--- config.mk ---
export PLATFORM = sky130hd
export DESIGN_NAME = rvh_l1d_req_arb_flat
export DESIGN_NICKNAME = d
export VERILOG_FILES = /design/src/rtl/rvh_l1d_req_arb_pkg.sv /design/src/rtl/rvh_l1d_req_arb_if.sv /design/src/rtl/rvh_l1d_arb_starve_cnt.sv /design/src/rtl/rvh_l1d_req_arb.sv /design/src/flat_wrapper.sv
export SDC_FILE = /design/constraint.sdc
export NUM_CORES = 1
export LEC_CHECK = 0
export ABC_AREA = 1
export CAP_MARGIN = 20
export CORE_AREA = 4 4 161 163
export CTS_BUF_LIST = sky130_fd_sc_hd__clkbuf_8 sky130_fd_sc_hd__clkbuf_16
export DETAILED_ROUTE_END_ITERATION = 10
export DIE_AREA = 0 0 165 167
export PLACE_DENSITY = 0.7
export SLEW_MARGIN = 10
export SYNTH_ARGS = -nofsm -noshare
export SYNTH_HDL_FRONTEND = slang
export SYNTH_HIERARCHICAL = 1
export SYNTH_SLANG_ARGS = --single-unit
export TNS_END_PERCENT = 5
--- constraint.sdc ---
create_clock -name clk -period 4.7 [get_ports clk]
set_input_delay 0.94 -clock clk [delete_from_list [all_inputs] [get_ports clk]]
set_output_delay 0.94 -clock clk [all_outputs]
set_load 0.01 [all_outputs]
--- src/rtl/rvh_l1d_req_arb_pkg.sv ---
// Shared types and opcode encodings for the L1D request arbiter.
// Held-request payload fields are sized for the default widths; instances may only narrow them.
package rvh_l1d_req_arb_pkg;

  localparam int LDU_OP_WIDTH = 4;
  localparam int STU_OP_WIDTH = 5;

  localparam int RVH_L1D_PADDR_MAX = 56;
  localparam int RVH_L1D_DATA_MAX  = 64;
  localparam int RVH_L1D_ID_MAX    = 8;

  localparam logic [LDU_OP_WIDTH-1:0] LDU_LB  = 4'd0;
  localparam logic [LDU_OP_WIDTH-1:0] LDU_LH  = 4'd1;
  localparam logic [LDU_OP_WIDTH-1:0] LDU_LW  = 4'd2;
  localparam logic [LDU_OP_WIDTH-1:0] LDU_LD  = 4'd3;
  localparam logic [LDU_OP_WIDTH-1:0] LDU_LBU = 4'd4;
  localparam logic [LDU_OP_WIDTH-1:0] LDU_LHU = 4'd5;
  localparam logic [LDU_OP_WIDTH-1:0] LDU_LWU = 4'd6;

  localparam logic [STU_OP_WIDTH-1:0] STU_SB       = 5'd0;
  localparam logic [STU_OP_WIDTH-1:0] STU_SH       = 5'd1;
  localparam logic [STU_OP_WIDTH-1:0] STU_SW       = 5'd2;
  localparam logic [STU_OP_WIDTH-1:0] STU_SD       = 5'd3;
  localparam logic [STU_OP_WIDTH-1:0] STU_LRW      = 5'd4;
  localparam logic [STU_OP_WIDTH-1:0] STU_LRD      = 5'd5;
  localparam logic [STU_OP_WIDTH-1:0] STU_SCW      = 5'd6;
  localparam logic [STU_OP_WIDTH-1:0] STU_SCD      = 5'd7;
  localparam logic [STU_OP_WIDTH-1:0] STU_AMOSWAPW = 5'd8;
  localparam logic [STU_OP_WIDTH-1:0] STU_AMOSWAPD = 5'd9;
  localparam logic [STU_OP_WIDTH-1:0] STU_AMOADDW  = 5'd10;
  localparam logic [STU_OP_WIDTH-1:0] STU_AMOADDD  = 5'd11;
  localparam logic [STU_OP_WIDTH-1:0] STU_AMOANDW  = 5'd12;
  localparam logic [STU_OP_WIDTH-1:0] STU_AMOANDD  = 5'd13;
  localparam logic [STU_OP_WIDTH-1:0] STU_AMOORW   = 5'd14;
  localparam logic [STU_OP_WIDTH-1:0] STU_AMOORD   = 5'd15;
  localparam logic [STU_OP_WIDTH-1:0] STU_AMOXORW  = 5'd16;
  localparam logic [STU_OP_WIDTH-1:0] STU_AMOXORD  = 5'd17;
  localparam logic [STU_OP_WIDTH-1:0] STU_AMOMAXW  = 5'd18;
  localparam logic [STU_OP_WIDTH-1:0] STU_AMOMAXD  = 5'd19;
  localparam logic [STU_OP_WIDTH-1:0] STU_AMOMAXUW = 5'd20;
  localparam logic [STU_OP_WIDTH-1:0] STU_AMOMAXUD = 5'd21;
  localparam logic [STU_OP_WIDTH-1:0] STU_AMOMINW  = 5'd22;
  localparam logic [STU_OP_WIDTH-1:0] STU_AMOMIND  = 5'd23;
  localparam logic [STU_OP_WIDTH-1:0] STU_AMOMINUW = 5'd24;
  localparam logic [STU_OP_WIDTH-1:0] STU_AMOMINUD = 5'd25;

  typedef enum logic [1:0] {
    SRC_LD  = 2'd0,
    SRC_ST  = 2'd1,
    SRC_PTW = 2'd2
  } rvh_l1d_req_src_e;

  typedef enum logic {
    ARB_IDLE   = 1'b0,
    ARB_ATOMIC = 1'b1
  } rvh_l1d_arb_state_e;

  typedef struct packed {
    rvh_l1d_req_src_e              src;
    logic [LDU_OP_WIDTH-1:0]       ld_op;
    logic [STU_OP_WIDTH-1:0]       st_op;
    logic [RVH_L1D_PADDR_MAX-1:0]  paddr;
    logic [RVH_L1D_DATA_MAX-1:0]   data;
    logic [RVH_L1D_ID_MAX-1:0]     id;
  } rvh_l1d_req_t;

  // LR, SC and every AMO occupy one contiguous block of the store opcode space.
  function automatic logic is_atomic_stu_op(input logic [STU_OP_WIDTH-1:0] op);
    return (op inside {[STU_LRW:STU_AMOMINUD]});
  endfunction

endpackage

--- src/rtl/rvh_l1d_req_arb_if.sv ---
// Request-side and L1D-side handshake bundle for the L1D request arbiter.
interface rvh_l1d_req_arb_if #(
  parameter int PADDR_W = 56,
  parameter int DATA_W  = 64,
  parameter int ID_W    = 8
) ();
  import rvh_l1d_req_arb_pkg::*;

  logic                    ld_req_vld;
  logic                    ld_req_rdy;
  logic [LDU_OP_WIDTH-1:0] ld_req_opcode;
  logic [PADDR_W-1:0]      ld_req_paddr;
  logic [ID_W-1:0]         ld_req_id;

  logic                    st_req_vld;
  logic                    st_req_rdy;
  logic [STU_OP_WIDTH-1:0] st_req_opcode;
  logic [PADDR_W-1:0]      st_req_paddr;
  logic [DATA_W-1:0]       st_req_data;
  logic [ID_W-1:0]         st_req_id;

  logic                    ptw_req_vld;
  logic                    ptw_req_rdy;
  logic [PADDR_W-1:0]      ptw_req_paddr;
  logic [ID_W-1:0]         ptw_req_id;

  logic                    l1d_req_vld;
  logic                    l1d_req_rdy;
  logic                    l1d_is_ld;
  logic                    l1d_is_st;
  logic                    l1d_is_ptw;
  logic [LDU_OP_WIDTH-1:0] l1d_ld_opcode;
  logic [STU_OP_WIDTH-1:0] l1d_st_opcode;
  logic [PADDR_W-1:0]      l1d_paddr;
  logic [DATA_W-1:0]       l1d_data;
  logic [ID_W-1:0]         l1d_id;

  logic                    atomic_done;
  logic                    kill_ld;
  logic                    atomic_busy;

  modport slave (
    input  ld_req_vld, ld_req_opcode, ld_req_paddr, ld_req_id,
    input  st_req_vld, st_req_opcode, st_req_paddr, st_req_data, st_req_id,
    input  ptw_req_vld, ptw_req_paddr, ptw_req_id,
    input  l1d_req_rdy, atomic_done, kill_ld,
    output ld_req_rdy, st_req_rdy, ptw_req_rdy,
    output l1d_req_vld, l1d_is_ld, l1d_is_st, l1d_is_ptw,
    output l1d_ld_opcode, l1d_st_opcode, l1d_paddr, l1d_data, l1d_id,
    output atomic_busy
  );

  modport master (
    output ld_req_vld, ld_req_opcode, ld_req_paddr, ld_req_id,
    output st_req_vld, st_req_opcode, st_req_paddr, st_req_data, st_req_id,
    output ptw_req_vld, ptw_req_paddr, ptw_req_id,
    output l1d_req_rdy, atomic_done, kill_ld,
    input  ld_req_rdy, st_req_rdy, ptw_req_rdy,
    input  l1d_req_vld, l1d_is_ld, l1d_is_st, l1d_is_ptw,
    input  l1d_ld_opcode, l1d_st_opcode, l1d_paddr, l1d_data, l1d_id,
    input  atomic_busy
  );

endinterface

--- src/rtl/rvh_l1d_arb_starve_cnt.sv ---
// Saturating count of consecutive lost load arbitrations; starved forces one load win.
module rvh_l1d_arb_starve_cnt #(
  parameter int unsigned STARVE_MAX = 8
) (
  input  logic clk,
  input  logic rst,
  input  logic clr,
  input  logic inc,
  output logic starved
);

  localparam int CNT_W = $clog2(STARVE_MAX + 1);

  logic [CNT_W-1:0] cnt_q;

  always_ff @(posedge clk or negedge rst) begin
    if (!rst) begin
      cnt_q <= '0;
    end else if (clr) begin
      cnt_q <= '0;
    end else if (inc && (cnt_q != CNT_W'(STARVE_MAX))) begin
      cnt_q <= cnt_q + CNT_W'(1);
    end
  end

  assign starved = (cnt_q == CNT_W'(STARVE_MAX));

endmodule

--- src/rtl/rvh_l1d_req_arb.sv ---
// Arbitrates LD / ST / PTW onto the L1D request port through a one-entry output register.
// state      | meaning
// ARB_IDLE   | normal arbitration, grants allowed
// ARB_ATOMIC | atomic in flight, all grants blocked until atomic_done
module rvh_l1d_req_arb
  import rvh_l1d_req_arb_pkg::*;
#(
  parameter int unsigned PADDR_W    = 56,
  parameter int unsigned DATA_W     = 64,
  parameter int unsigned ID_W       = 8,
  parameter int unsigned STARVE_MAX = 8
) (
  input logic              clk,
  input logic              rst,
  rvh_l1d_req_arb_if.slave bus
);

  rvh_l1d_arb_state_e state_q, state_d;
  rvh_l1d_req_t       held_q, held_d;
  logic               held_vld_q, held_vld_d;

  logic can_load;
  logic ld_ok;
  logic starved;
  logic gnt_ld, gnt_st, gnt_ptw;
  logic starve_inc, starve_clr;

  assign can_load = !held_vld_q || bus.l1d_req_rdy;
  assign ld_ok    = bus.ld_req_vld && !bus.kill_ld;

  always_comb begin
    state_d = state_q;
    gnt_ld  = 1'b0;
    gnt_st  = 1'b0;
    gnt_ptw = 1'b0;
    case (state_q)
      ARB_IDLE: begin
        if (can_load) begin
          if (ld_ok && starved) begin
            gnt_ld = 1'b1;
          end else if (bus.ptw_req_vld) begin
            gnt_ptw = 1'b1;
          end else if (bus.st_req_vld) begin
            gnt_st = 1'b1;
          end else if (ld_ok) begin
            gnt_ld = 1'b1;
          end
        end
        if (gnt_st && is_atomic_stu_op(bus.st_req_opcode)) begin
          state_d = ARB_ATOMIC;
        end
      end
      ARB_ATOMIC: begin
        if (bus.atomic_done) begin
          state_d = ARB_IDLE;
        end
      end
      default: state_d = ARB_IDLE;
    endcase
  end

  always_ff @(posedge clk or negedge rst) begin
    if (!rst) begin
      state_q <= ARB_IDLE;
    end else begin
      state_q <= state_d;
    end
  end

  assign starve_clr = !bus.ld_req_vld || bus.kill_ld || gnt_ld;
  assign starve_inc = bus.ld_req_vld && !gnt_ld && can_load && (state_q == ARB_IDLE);

  rvh_l1d_arb_starve_cnt #(
    .STARVE_MAX (STARVE_MAX)
  ) u_starve_cnt (
    .clk     (clk),
    .rst     (rst),
    .clr     (starve_clr),
    .inc     (starve_inc),
    .starved (starved)
  );

  // A new grant replaces the entry; otherwise it leaves on acceptance or on a load flush.
  always_comb begin
    held_d     = held_q;
    held_vld_d = held_vld_q;
    if (gnt_ld || gnt_st || gnt_ptw) begin
      held_vld_d = 1'b1;
      held_d     = '0;
      if (gnt_ld) begin
        held_d.src   = SRC_LD;
        held_d.ld_op = bus.ld_req_opcode;
        held_d.paddr = RVH_L1D_PADDR_MAX'(bus.ld_req_paddr);
        held_d.id    = RVH_L1D_ID_MAX'(bus.ld_req_id);
      end else if (gnt_st) begin
        held_d.src   = SRC_ST;
        held_d.st_op = bus.st_req_opcode;
        held_d.paddr = RVH_L1D_PADDR_MAX'(bus.st_req_paddr);
        held_d.data  = RVH_L1D_DATA_MAX'(bus.st_req_data);
        held_d.id    = RVH_L1D_ID_MAX'(bus.st_req_id);
      end else begin
        held_d.src   = SRC_PTW;
        held_d.ld_op = LDU_LD;
        held_d.paddr = RVH_L1D_PADDR_MAX'(bus.ptw_req_paddr);
        held_d.id    = RVH_L1D_ID_MAX'(bus.ptw_req_id);
      end
    end else if (held_vld_q &&
                 (bus.l1d_req_rdy || (bus.kill_ld && (held_q.src == SRC_LD)))) begin
      held_vld_d = 1'b0;
    end
  end

  always_ff @(posedge clk or negedge rst) begin
    if (!rst) begin
      held_vld_q <= 1'b0;
      held_q     <= '0;
    end else begin
      held_vld_q <= held_vld_d;
      held_q     <= held_d;
    end
  end

  assign bus.ld_req_rdy    = gnt_ld;
  assign bus.st_req_rdy    = gnt_st;
  assign bus.ptw_req_rdy   = gnt_ptw;

  assign bus.l1d_req_vld   = held_vld_q;
  assign bus.l1d_is_ld     = held_vld_q && (held_q.src == SRC_LD);
  assign bus.l1d_is_st     = held_vld_q && (held_q.src == SRC_ST);
  assign bus.l1d_is_ptw    = held_vld_q && (held_q.src == SRC_PTW);
  assign bus.l1d_ld_opcode = held_q.ld_op;
  assign bus.l1d_st_opcode = held_q.st_op;
  assign bus.l1d_paddr     = held_q.paddr[PADDR_W-1:0];
  assign bus.l1d_data      = held_q.data[DATA_W-1:0];
  assign bus.l1d_id        = held_q.id[ID_W-1:0];
  assign bus.atomic_busy   = (state_q == ARB_ATOMIC);

endmodule

--- src/flat_wrapper.sv ---
// flat-port wrapper written by rule: the top's interface ports become plain ports
module rvh_l1d_req_arb_flat import rvh_l1d_req_arb_pkg::*;
#(
  parameter int unsigned PADDR_W    = 56,
  parameter int unsigned DATA_W     = 64,
  parameter int unsigned ID_W       = 8,
  parameter int unsigned STARVE_MAX = 8
)
  (clk, rst, bus_ld_req_vld, bus_ld_req_opcode, bus_ld_req_paddr, bus_ld_req_id, bus_st_req_vld, bus_st_req_opcode, bus_st_req_paddr, bus_st_req_data, bus_st_req_id, bus_ptw_req_vld, bus_ptw_req_paddr, bus_ptw_req_id, bus_l1d_req_rdy, bus_atomic_done, bus_kill_ld, bus_ld_req_rdy, bus_st_req_rdy, bus_ptw_req_rdy, bus_l1d_req_vld, bus_l1d_is_ld, bus_l1d_is_st, bus_l1d_is_ptw, bus_l1d_ld_opcode, bus_l1d_st_opcode, bus_l1d_paddr, bus_l1d_data, bus_l1d_id, bus_atomic_busy);
  rvh_l1d_req_arb_if #(.PADDR_W(PADDR_W), .DATA_W(DATA_W), .ID_W(ID_W)) bus_i ();
  input logic clk;
  input logic rst;
  input wire logic [$bits(bus_i.ld_req_vld)-1:0] bus_ld_req_vld;
  input wire logic [$bits(bus_i.ld_req_opcode)-1:0] bus_ld_req_opcode;
  input wire logic [$bits(bus_i.ld_req_paddr)-1:0] bus_ld_req_paddr;
  input wire logic [$bits(bus_i.ld_req_id)-1:0] bus_ld_req_id;
  input wire logic [$bits(bus_i.st_req_vld)-1:0] bus_st_req_vld;
  input wire logic [$bits(bus_i.st_req_opcode)-1:0] bus_st_req_opcode;
  input wire logic [$bits(bus_i.st_req_paddr)-1:0] bus_st_req_paddr;
  input wire logic [$bits(bus_i.st_req_data)-1:0] bus_st_req_data;
  input wire logic [$bits(bus_i.st_req_id)-1:0] bus_st_req_id;
  input wire logic [$bits(bus_i.ptw_req_vld)-1:0] bus_ptw_req_vld;
  input wire logic [$bits(bus_i.ptw_req_paddr)-1:0] bus_ptw_req_paddr;
  input wire logic [$bits(bus_i.ptw_req_id)-1:0] bus_ptw_req_id;
  input wire logic [$bits(bus_i.l1d_req_rdy)-1:0] bus_l1d_req_rdy;
  input wire logic [$bits(bus_i.atomic_done)-1:0] bus_atomic_done;
  input wire logic [$bits(bus_i.kill_ld)-1:0] bus_kill_ld;
  output wire logic [$bits(bus_i.ld_req_rdy)-1:0] bus_ld_req_rdy;
  output wire logic [$bits(bus_i.st_req_rdy)-1:0] bus_st_req_rdy;
  output wire logic [$bits(bus_i.ptw_req_rdy)-1:0] bus_ptw_req_rdy;
  output wire logic [$bits(bus_i.l1d_req_vld)-1:0] bus_l1d_req_vld;
  output wire logic [$bits(bus_i.l1d_is_ld)-1:0] bus_l1d_is_ld;
  output wire logic [$bits(bus_i.l1d_is_st)-1:0] bus_l1d_is_st;
  output wire logic [$bits(bus_i.l1d_is_ptw)-1:0] bus_l1d_is_ptw;
  output wire logic [$bits(bus_i.l1d_ld_opcode)-1:0] bus_l1d_ld_opcode;
  output wire logic [$bits(bus_i.l1d_st_opcode)-1:0] bus_l1d_st_opcode;
  output wire logic [$bits(bus_i.l1d_paddr)-1:0] bus_l1d_paddr;
  output wire logic [$bits(bus_i.l1d_data)-1:0] bus_l1d_data;
  output wire logic [$bits(bus_i.l1d_id)-1:0] bus_l1d_id;
  output wire logic [$bits(bus_i.atomic_busy)-1:0] bus_atomic_busy;
  assign bus_i.ld_req_vld = bus_ld_req_vld;
  assign bus_i.ld_req_opcode = bus_ld_req_opcode;
  assign bus_i.ld_req_paddr = bus_ld_req_paddr;
  assign bus_i.ld_req_id = bus_ld_req_id;
  assign bus_i.st_req_vld = bus_st_req_vld;
  assign bus_i.st_req_opcode = bus_st_req_opcode;
  assign bus_i.st_req_paddr = bus_st_req_paddr;
  assign bus_i.st_req_data = bus_st_req_data;
  assign bus_i.st_req_id = bus_st_req_id;
  assign bus_i.ptw_req_vld = bus_ptw_req_vld;
  assign bus_i.ptw_req_paddr = bus_ptw_req_paddr;
  assign bus_i.ptw_req_id = bus_ptw_req_id;
  assign bus_i.l1d_req_rdy = bus_l1d_req_rdy;
  assign bus_i.atomic_done = bus_atomic_done;
  assign bus_i.kill_ld = bus_kill_ld;
  assign bus_ld_req_rdy = bus_i.ld_req_rdy;
  assign bus_st_req_rdy = bus_i.st_req_rdy;
  assign bus_ptw_req_rdy = bus_i.ptw_req_rdy;
  assign bus_l1d_req_vld = bus_i.l1d_req_vld;
  assign bus_l1d_is_ld = bus_i.l1d_is_ld;
  assign bus_l1d_is_st = bus_i.l1d_is_st;
  assign bus_l1d_is_ptw = bus_i.l1d_is_ptw;
  assign bus_l1d_ld_opcode = bus_i.l1d_ld_opcode;
  assign bus_l1d_st_opcode = bus_i.l1d_st_opcode;
  assign bus_l1d_paddr = bus_i.l1d_paddr;
  assign bus_l1d_data = bus_i.l1d_data;
  assign bus_l1d_id = bus_i.l1d_id;
  assign bus_atomic_busy = bus_i.atomic_busy;
  rvh_l1d_req_arb #(.PADDR_W(PADDR_W), .DATA_W(DATA_W), .ID_W(ID_W), .STARVE_MAX(STARVE_MAX)) u_core (.clk(clk), .rst(rst), .bus(bus_i));
endmodule
==> results of run 1 <==
cell usage in the layout, fill, tap and decap left out, types with 2 or more instances in the layout:
master / netlist / layout
a21oi_1: 2 / 2
buf_4: 146 / 11
clkbuf_16: 0 / 17
clkdlybuf4s50_1: 0 / 416
clkinvlp_4: 0 / 4
dfrtp_1: 145 / 145
diode_2: 0 / 2
ha_1: 2 / 2
inv_1: 81 / 81
inv_2: 3 / 2
inv_6: 0 / 6
inv_8: 0 / 2
nand2_1: 481 / 480
nand3_1: 134 / 133
nand3_4: 0 / 2
nand4_1: 67 / 67
nor2_1: 5 / 4
nor3_1: 4 / 4
o21a_1: 2 / 2
o21ai_0: 3 / 3
o31ai_1: 2 / 2
layout make-up:
| type | count | area share [%] |
|---|---|---|
| diodes | 2 | 0.0407 |
| clock buffers | 17 | 3.46 |
| clock inverters | 14 | 0.967 |
| inverters | 84 | 2.59 |
| multi-input cells | 709 | 25.3 |
| flip-flops and latches | 145 | 29.5 |
| well taps | 324 | 3.30 |
| repair buffers | 429 | 34.8 |
power groups by stage:
stage               registers [uW]  logic, uW  clock network [uW]
global route                  1710       1760                1390
global placement              1690       1610                   0
finish                        1680       1610                1280
floorplan                     1650       1020                   0
detailed placement            1690       1630                   0
CTS                           1680       1630                1330
sequential cells by signal (all words and copies together) (netlist names):
signal,flops
u_core/bus.l1d_paddr,56
u_core/bus.l1d_req_vld,1
u_core/bus.atomic_busy,1
u_core/bus.l1d_id,8
u_core/bus.l1d_st_opcode,5
u_core/held_q,2
u_core/bus.l1d_data,64
u_core/bus.l1d_ld_opcode,4
u_core/u_starve_cnt/cnt_q,4
metrics by stage:
stage,setup WS [ns],utilization (%),cells
floorplan,2.00,-,1145
global placement,0.895,48.3,1691
detailed placement,0.808,48.3,1691
CTS,0.861,50.5,1722
global route,0.732,50.5,1724
finish,0.898,50.5,1724
critical path, delay by kind of cell:
| kind | cells | cell delay, ns |
|---|---|---|
| and+or+nand+nor | 2 | 0.83 |
| buffers and inverters | 3 | 1.08 |
path summary, 6_finish.rpt:
check,start,end,slack [ns],cells after the start
max in group asynchronous,rst,u_core/bus.l1d_data[55],3.32,2
worst max-delay path,bus_ld_req_vld,bus_ptw_req_rdy,0.90,5
worst max register to register,u_core/u_starve_cnt/cnt_q[0],u_core/bus.l1d_paddr[21],1.42,11
worst min-delay path,u_core/bus.l1d_data[7],u_core/bus.l1d_data[7],0.47,2
min in group asynchronous,rst,u_core/bus.l1d_paddr[16],0.49,1
worst min register to register,u_core/bus.l1d_data[7],u_core/bus.l1d_data[7],0.47,2
layer usage:
layer  global-route usage, %  vias to the layer above  share of wire (%)
met2                    36.6                      402                 49
met4                    8.79                        0                3.1
met5                       0                        -                  0
li1                        -                     3965                  -
met3                    6.62                       43                 10
met1                    24.7                     3748                 37
logic make-up after synthesis:
group,Yosys count,share of synthesized area (%)
simple gates,694,35.2
fa+ha+maj,2,0.297
buf+inv,291,20.4
compound gates,13,0.996
flops,145,43.1
==> results.cfg, run 1 <==
[cts]
cts_resized = 0
cts_made_buffers = 17
cts_buffer_depth = 2
clock_latency_ns = 0.41
cts_num_sinks = 145
htree_levels = 4
clk_pin_slew_worst_paths_ns = 0.06
cts_root_buffer = clkbuf_16
cts_tree = built
holdBufCountCts = 0
cts_setup_buffers = 0

[timing]
min_period_ns = 3.80
max_clock_freq_mhz = 263
final-setup-viol-count = 0
relSlewSlack_pct = 28.5
tightest_slew_ns = 1.07
final_hold_viol_count = 0
skew_ns = 0.0134
fin_setup_tns_ns = 0
period_share_pct = 80.9
hold_slack_ns = 0.469
drv_slew = 0
rsz0062_at_grt = false

[power]
p_sw_uw = 1530
power_uw = 4570
p_sw_share_pct = 33.3
pwr-share-comb_pct = 35.3
powerDensity_nw_per_um2 = 372
p_leak_uw = 0.00599
internal_power_uw = 3050
vdd_ir_drop_max_v = 0.000177
seqPwrFrac_pct = 36.6
pwr-share-clk_pct = 28.1

[synthesis]
syn_nets = 1420
synth_cell_type_count = 24
synth.most_common_cell = nand2_1
async_flop_share_pct = 100
syn_area_sq_um = 8420
synth_top_cell_by_area = dfrtp_1
synth_area_leaders = dfrtp_1, nand2_1, buf_4
synth_cells = 1145
syn_area_per_cell_sq_um = 7.35
seq_area_frac_synth_pct = 43.1
synth_top_area_share_pct = 43.1
synth_ff_type = dfrtp_1
synth_edf_count = 0
ys_top_cells_by_count = nand2_1, buf_4, dfrtp_1, nand3_1, inv_1
ys_seq_elements = 145
yosysWarningCount = 6

[place]
hpwlAfterDp_um = 22100
io_buffers = 417
placed_cell_area_sq_um = 11700
gp_congestion = 0.848

[global_routing]
grt_pass1_vias = 8086
grt_usage_pct = 21.4
grt_overflow_total = 0
grt_first_pass_wirelength_um = 46000
antenna_found_initial = 2
grt_max_degree = 101

[setup_path]
slowest_delay_ns = 0.53
cp_max_fo = 21
setup.worst_path.end_class = primary output
start_kind = primary input
worstPathCellList = clkdlybuf4s50_1, nand3_2, nand3_1, inv_1, clkdlybuf4s50_1
slowest_stage = clkdlybuf4s50_1
cp.arrival_ns = 2.86
cp.required_ns = 3.76
path_class = in2out
crit_top_cell = clkdlybuf4s50_1

[run]
cap_violations = 0

[detailed_routing]
drt-pass1-iter-count = 5
drt-total-wl_um = 30600
vias = 8158
drc = 0
via_per_inst = 4.73
routedWlPerCell_um = 17.7
ant_nets = 0
drt-initial-drc-count = 562

[die]
dieHeight_um = 167
dieWidth_um = 165
io_pins = 418
dieArea_sq_um = 27600
core.rowCount = 57
coreArea_sq_um = 24300
start_util_pct = 34.6

[finish]
seqCellArea_sq_um = 3630
syn2layout_area_growth_pct = 46.0
multi_input_area_sq_um = 3110
fin_area_sq_um = 12300
layout-drive-gt1-share_pct = 3.79
nFillCells = 2412
finalNetCount = 1661

[status]
status = finished clean

[worst_hold_path]
hp-class = reg2reg
(Power assumes the default switching activity.)
==> inputs of run 2 (changes only) <==
--- a/config.mk
+++ b/config.mk
@@ -7,11 +7,11 @@
 export LEC_CHECK = 0
 export ABC_AREA = 1
 export CAP_MARGIN = 20
-export CORE_AREA = 4 4 161 163
+export CORE_AREA = 4 4 162 164
 export CTS_BUF_LIST = sky130_fd_sc_hd__clkbuf_8 sky130_fd_sc_hd__clkbuf_16
 export DETAILED_ROUTE_END_ITERATION = 10
-export DIE_AREA = 0 0 165 167
-export PLACE_DENSITY = 0.7
+export DIE_AREA = 0 0 166 168
+export PLACE_DENSITY = 0.69
 export SLEW_MARGIN = 10
 export SYNTH_ARGS = -nofsm -noshare
 export SYNTH_HDL_FRONTEND = slang
==> constraint.sdc (replaced) <==
create_clock -name clk -period 3.9 [get_ports clk]
set_input_delay 0.78 -clock clk [delete_from_list [all_inputs] [get_ports clk]]
set_output_delay 0.78 -clock clk [all_outputs]
set_load 0.01 [all_outputs]
==> run 2 against run 1 <==
Net effect: sequential power grew 20%; hold slack got worse by 0.10 ns; utilization shrank 0.64 points.
==> results.cfg, run 2 (same netlist as run 1, synthesis figures left out) <==
[cts]
cts_setup_buffers = 0
cts_tree = built
clock_latency_ns = 0.42
holdBufCountCts = 0
cts_num_sinks = 145
cts_made_buffers = 17
clk_pin_slew_worst_paths_ns = 0.07
htree_levels = 4
cts_resized = 0
cts_root_buffer = clkbuf_16
cts_buffer_depth = 2

[timing]
period_share_pct = 89.3
rsz0062_at_grt = false
max_clock_freq_mhz = 287
final_hold_viol_count = 0
relSlewSlack_pct = 45.3
min_period_ns = 3.48
hold_slack_ns = 0.367
fin_setup_tns_ns = 0
skew_ns = 0.0144
tightest_slew_ns = 0.821
drv_slew = 0
fin_ws_ns = 0.418
final-setup-viol-count = 0

[power]
powerDensity_nw_per_um2 = 457
internal_power_uw = 3830
pwr-share-clk_pct = 29.9
seqPwrFrac_pct = 35.6
vdd_ir_drop_max_v = 0.000271
p_leak_uw = 0.00604
p_sw_share_pct = 32.6
pwr-share-comb_pct = 34.5
p_sw_uw = 1850

[finish]
syn2layout_area_growth_pct = 47.5
fin_area_sq_um = 12400
nFillCells = 2416
seqCellArea_sq_um = 3630
final_cell_mix = nand2_1, clkdlybuf4s50_1, dfrtp_1
largest_reg_flops = 64
final_cell_count_no_fill = 1734
layout.cells.most_common = nand2_1
finalNetCount = 1665
multi_input_area_sq_um = 3110
layout-drive-gt1-share_pct = 4.07

[global_routing]
antenna_found_initial = 2
grt_first_pass_wirelength_um = 45400
grt_max_degree = 72
grt_overflow_total = 0
grt_usage_pct = 20.4
grt_pass1_vias = 8125

[die]
core.rowCount = 58
dieHeight_um = 168
dieArea_sq_um = 27900
io_pins = 418
coreArea_sq_um = 24900
start_util_pct = 33.8
dieWidth_um = 166

[detailed_routing]
drt-initial-drc-count = 492
drt-total-wl_um = 29400
routedWlPerCell_um = 17.0
ant_nets = 0
drc = 0
vias = 8221
drt-pass1-iter-count = 5
via_per_inst = 4.74

[place]
place_worst_setup_slack_ns = 0.383
gp_congestion = 0.897
io_buffers = 417
dp.cells = 1701
placed_cell_area_sq_um = 11800
hpwlAfterDp_um = 21200

[setup_path]
worstPathCellList = clkdlybuf4s50_1, inv_1, a21oi_4, buf_4, nand3_1, inv_1, clkdlybuf4s50_1
setup.worst_path.end_class = primary output
cp.arrival_ns = 2.70
rr_worst_depth = 11
path_class = in2out
start_kind = primary input
cp_max_fo = 22
cp.required_ns = 3.12
slowest_delay_ns = 0.59
slowest_stage = clkdlybuf4s50_1

[run]
cap_violations = 0

[status]
status = finished clean

[worst_hold_path]
hp-class = in2async
run 2: changes by cell type in the layout (fill, tap and decap cells not counted), sizes merged:
cell / before / now
buf: 13 / 17
bufinv: 0 / 2
clkinv: 2 / 1
inv: 92 / 91
run 2: power groups by stage:
stage / Sequential [uW] / Combinational, uW / Clock [uW]
after floorplan: 1990 / 1230 / 0
after global placement: 2030 / 1970 / 0
after detailed placement: 2040 / 1990 / 0
after CTS: 2020 / 1990 / 1760
after global routing: 2060 / 2130 / 1830
final: 2020 / 1960 / 1700
run 2: final cells by class:
type                       count  area share [%]
sequential                   145            29.2
inverter                      84            2.56
clock buffer                  17            3.43
tap                          330            3.33
antenna                        2          0.0403
clock inverter                14            1.39
timing repair buffer         433            35.0
multi-input combinational    709            25.0
run 2: final timing paths:
path                                               from                  endpoint  slack (ns)
max                                     bus_l1d_req_rdy           bus_ptw_req_rdy        0.42
min                                                 rst   u_core/bus.l1d_data[55]        0.37
max reg2reg                u_core/u_starve_cnt/cnt_q[0]  u_core/bus.l1d_paddr[24]        1.02
min reg2reg                     u_core/bus.l1d_data[17]   u_core/bus.l1d_data[17]        0.47
max in group asynchronous                           rst  u_core/bus.l1d_paddr[21]        2.70
min in group clk                u_core/bus.l1d_data[17]   u_core/bus.l1d_data[17]        0.47
run 2: per-layer routing:
layer / vias to the layer above / wire (um) / GRT usage, % / part of all wire [%]
li1: 3962 / - / - / -
met1: 3849 / 11600 / 24.7 / 40
met2: 376 / 14600 / 34.7 / 50
met3: 34 / 2580 / 6.83 / 8.8
met4: 0 / 626 / 5.67 / 2.1
met5: - / 0 / 0 / 0
run 2: stage by stage:
step | utilization [%] | total power (uW)
2_1_floorplan | - | 3220
3_3_place_gp | 47.5 | 4000
3_5_place_dp | 47.5 | 4020
4_1_cts | 49.9 | 5770
5_1_grt | 49.9 | 6010
6_report | 49.9 | 5680
run 2: critical path, delay by kind of cell:
kind	cells	cell delay [ns]
AO/OA/AOI/OAI	1	0.17
buffers and inverters	5	1.53
AND/OR/NAND/NOR	1	0.21
==> inputs of run 3 (changes only) <==
--- a/config.mk
+++ b/config.mk
@@ -6,12 +6,14 @@
 export NUM_CORES = 1
 export LEC_CHECK = 0
 export ABC_AREA = 1
-export CAP_MARGIN = 20
+export CAP_MARGIN = 25
 export CORE_AREA = 4 4 162 164
 export CTS_BUF_LIST = sky130_fd_sc_hd__clkbuf_8 sky130_fd_sc_hd__clkbuf_16
+export CTS_CLUSTER_DIAMETER = 30
 export DETAILED_ROUTE_END_ITERATION = 10
 export DIE_AREA = 0 0 166 168
 export PLACE_DENSITY = 0.69
+export RECOVER_POWER = 25
 export SLEW_MARGIN = 10
 export SYNTH_ARGS = -nofsm -noshare
 export SYNTH_HDL_FRONTEND = slang
==> run 3 against run 2 <==
Net effect: the flow now finishes with violations (capacitance limit, slew limit); fmax down 0.19%; die area did not move; wire length increased by 0.31%; count of clock-buffer cells in the layout is the same; sequential share of layout area rose by 0.050 points; non-clock buffer count did not move; sequential power barely moved; total power barely moved; cell count is the same.
==> results.cfg, run 3 (same netlist as run 1, synthesis figures left out) <==
[status]
status = complete, but fails checks
violations = capacitance limit, slew limit

[timing]
period_share_pct = 89.5
relSlewSlack_pct = -16.3
skew_ns = 0.0149
final_hold_viol_count = 0
final-setup-viol-count = 0
min_period_ns = 3.49
max_clock_freq_mhz = 287
drv_slew = 72
rsz0062_at_grt = false
tightest_slew_ns = 1.74
fin_ws_ns = 0.411
fin_setup_tns_ns = 0

[cts]
cts_made_buffers = 17
cts_tree = built
cts_root_buffer = clkbuf_16
htree_levels = 4
cts_setup_buffers = 0
clk_pin_slew_worst_paths_ns = 0.06
holdBufCountCts = 0
cts_buffer_depth = 2
clock_latency_ns = 0.42
cts_num_sinks = 145
cts_resized = 0

[setup_path]
path_class = in2out
crit_end = bus_ptw_req_rdy
rrSetupSlack_ns = 1.00
r2r_end = u_core/bus.l1d_paddr[14]
r2r_start = u_core/u_starve_cnt/cnt_q[0]
worstPathCellList = clkdlybuf4s50_1, inv_1, a21oi_4, buf_4, nand3_1, inv_1, clkdlybuf4s50_1
crit_path_start = bus_l1d_req_rdy
cp.arrival_ns = 2.71
slowest_stage = clkdlybuf4s50_1
cp_max_fo = 22
start_kind = primary input
cp.required_ns = 3.12
setup.worst_path.end_class = primary output
slowest_delay_ns = 0.59
rr_worst_depth = 11

[detailed_routing]
drt-initial-drc-count = 449
drc = 0
ant_nets = 0
vias = 8229
routedWlPerCell_um = 17.0
drt-pass1-iter-count = 6
drt-total-wl_um = 29500
via_per_inst = 4.75

[place]
io_buffers = 417
hpwlAfterDp_um = 21200
place_worst_setup_slack_ns = 0.383
placed_cell_area_sq_um = 11800
gp_congestion = 0.897

[run]
cap_violations = 1

[die]
dieWidth_um = 166
dieHeight_um = 168
core.rowCount = 58
dieArea_sq_um = 27900
start_util_pct = 33.8
coreArea_sq_um = 24900
io_pins = 418

[finish]
final_cell_mix = nand2_1, clkdlybuf4s50_1, dfrtp_1
finalNetCount = 1665
largest_reg_flops = 64
layout.cells.most_common = nand2_1
layout-drive-gt1-share_pct = 4.07
nFillCells = 2419
fin_area_sq_um = 12400
syn2layout_area_growth_pct = 47.3

[global_routing]
grt_usage_pct = 20.4
antenna_found_initial = 2
grt_pass1_vias = 8125
grt_first_pass_wirelength_um = 45400
grt_overflow_total = 0
grt_max_degree = 72

[worst_hold_path]
hp-class = reg2reg

[power]
p_leak_uw = 0.00604
vdd_ir_drop_max_v = 0.000273
powerDensity_nw_per_um2 = 458
[run 3: cell count changes in the layout (fill, tap and decap cells not counted)]
cell / change
buf_12: -1
clkbuf_2: +2
buf_6: -1
[run 3: per-stage QoR]
stage | total power, uW | cells | util (%) | hold slack [ns]
after floorplan | 3220 | 1145 | - | 0.443
after global placement | 4000 | 1701 | 47.5 | 0.452
after detailed placement | 4020 | 1701 | 47.5 | 0.458
after CTS | 5770 | 1732 | 49.9 | 0.377
after global routing | 6010 | 1734 | 49.8 | 0.487
final | 5680 | 1734 | 49.8 | 0.471
[run 3: area by class of cell]
| type | count | area (sq um) | share of cell area [%] |
|---|---|---|---|
| flip-flops and latches | 145 | 3630 | 29.3 |
| multi-input cells | 709 | 3110 | 25.1 |
| inverters | 84 | 318 | 2.56 |
| clock buffers | 17 | 425 | 3.43 |
| diodes | 2 | 5.00 | 0.0404 |
| clock inverters | 14 | 173 | 1.39 |
| well taps | 330 | 413 | 3.33 |
| repair buffers | 433 | 4320 | 34.9 |
[run 3: critical path: cells and delay by family]
family | cells | cell delay [ns]
and+or+nand+nor | 1 | 0.21
buffers and inverters | 5 | 1.54
AOI/OAI and AO/OA | 1 | 0.18
[run 3: report_power, final]
part / switching [uW] / leakage [uW] / total (uW) / internal (uW)
clock network: 738 / 0.000280 / 1700 / 964
logic: 927 / 0.00390 / 1960 / 1030
registers: 190 / 0.00186 / 2020 / 1830
total: 1850 / 0.00604 / 5680 / 3820
[run 3: worst min path at each step]
stage	start	to	slack [ns]	cells after the start
6_report	u_core/bus.l1d_data[17]	u_core/bus.l1d_data[17]	0.47	2
2_1_floorplan	u_core/bus.l1d_data[0]	u_core/bus.l1d_data[0]	0.44	2
4_1_cts	rst	u_core/bus.l1d_data[55]	0.38	1
3_3_place_gp	u_core/bus.l1d_st_opcode[1]	u_core/bus.l1d_st_opcode[1]	0.45	2
5_1_grt	u_core/bus.l1d_data[14]	u_core/bus.l1d_data[14]	0.49	2
3_5_place_dp	u_core/bus.l1d_ld_opcode[2]	u_core/bus.l1d_ld_opcode[2]	0.46	2
[run 3: per-layer routing]
layer | GRT usage [%] | vias to the layer above | part of all wire (%)
met1 | 24.7 | 3847 | 40
met5 | 0 | - | 0
met2 | 34.7 | 381 | 49
li1 | - | 3962 | -
met3 | 6.83 | 39 | 8.9
met4 | 5.67 | 0 | 2.2
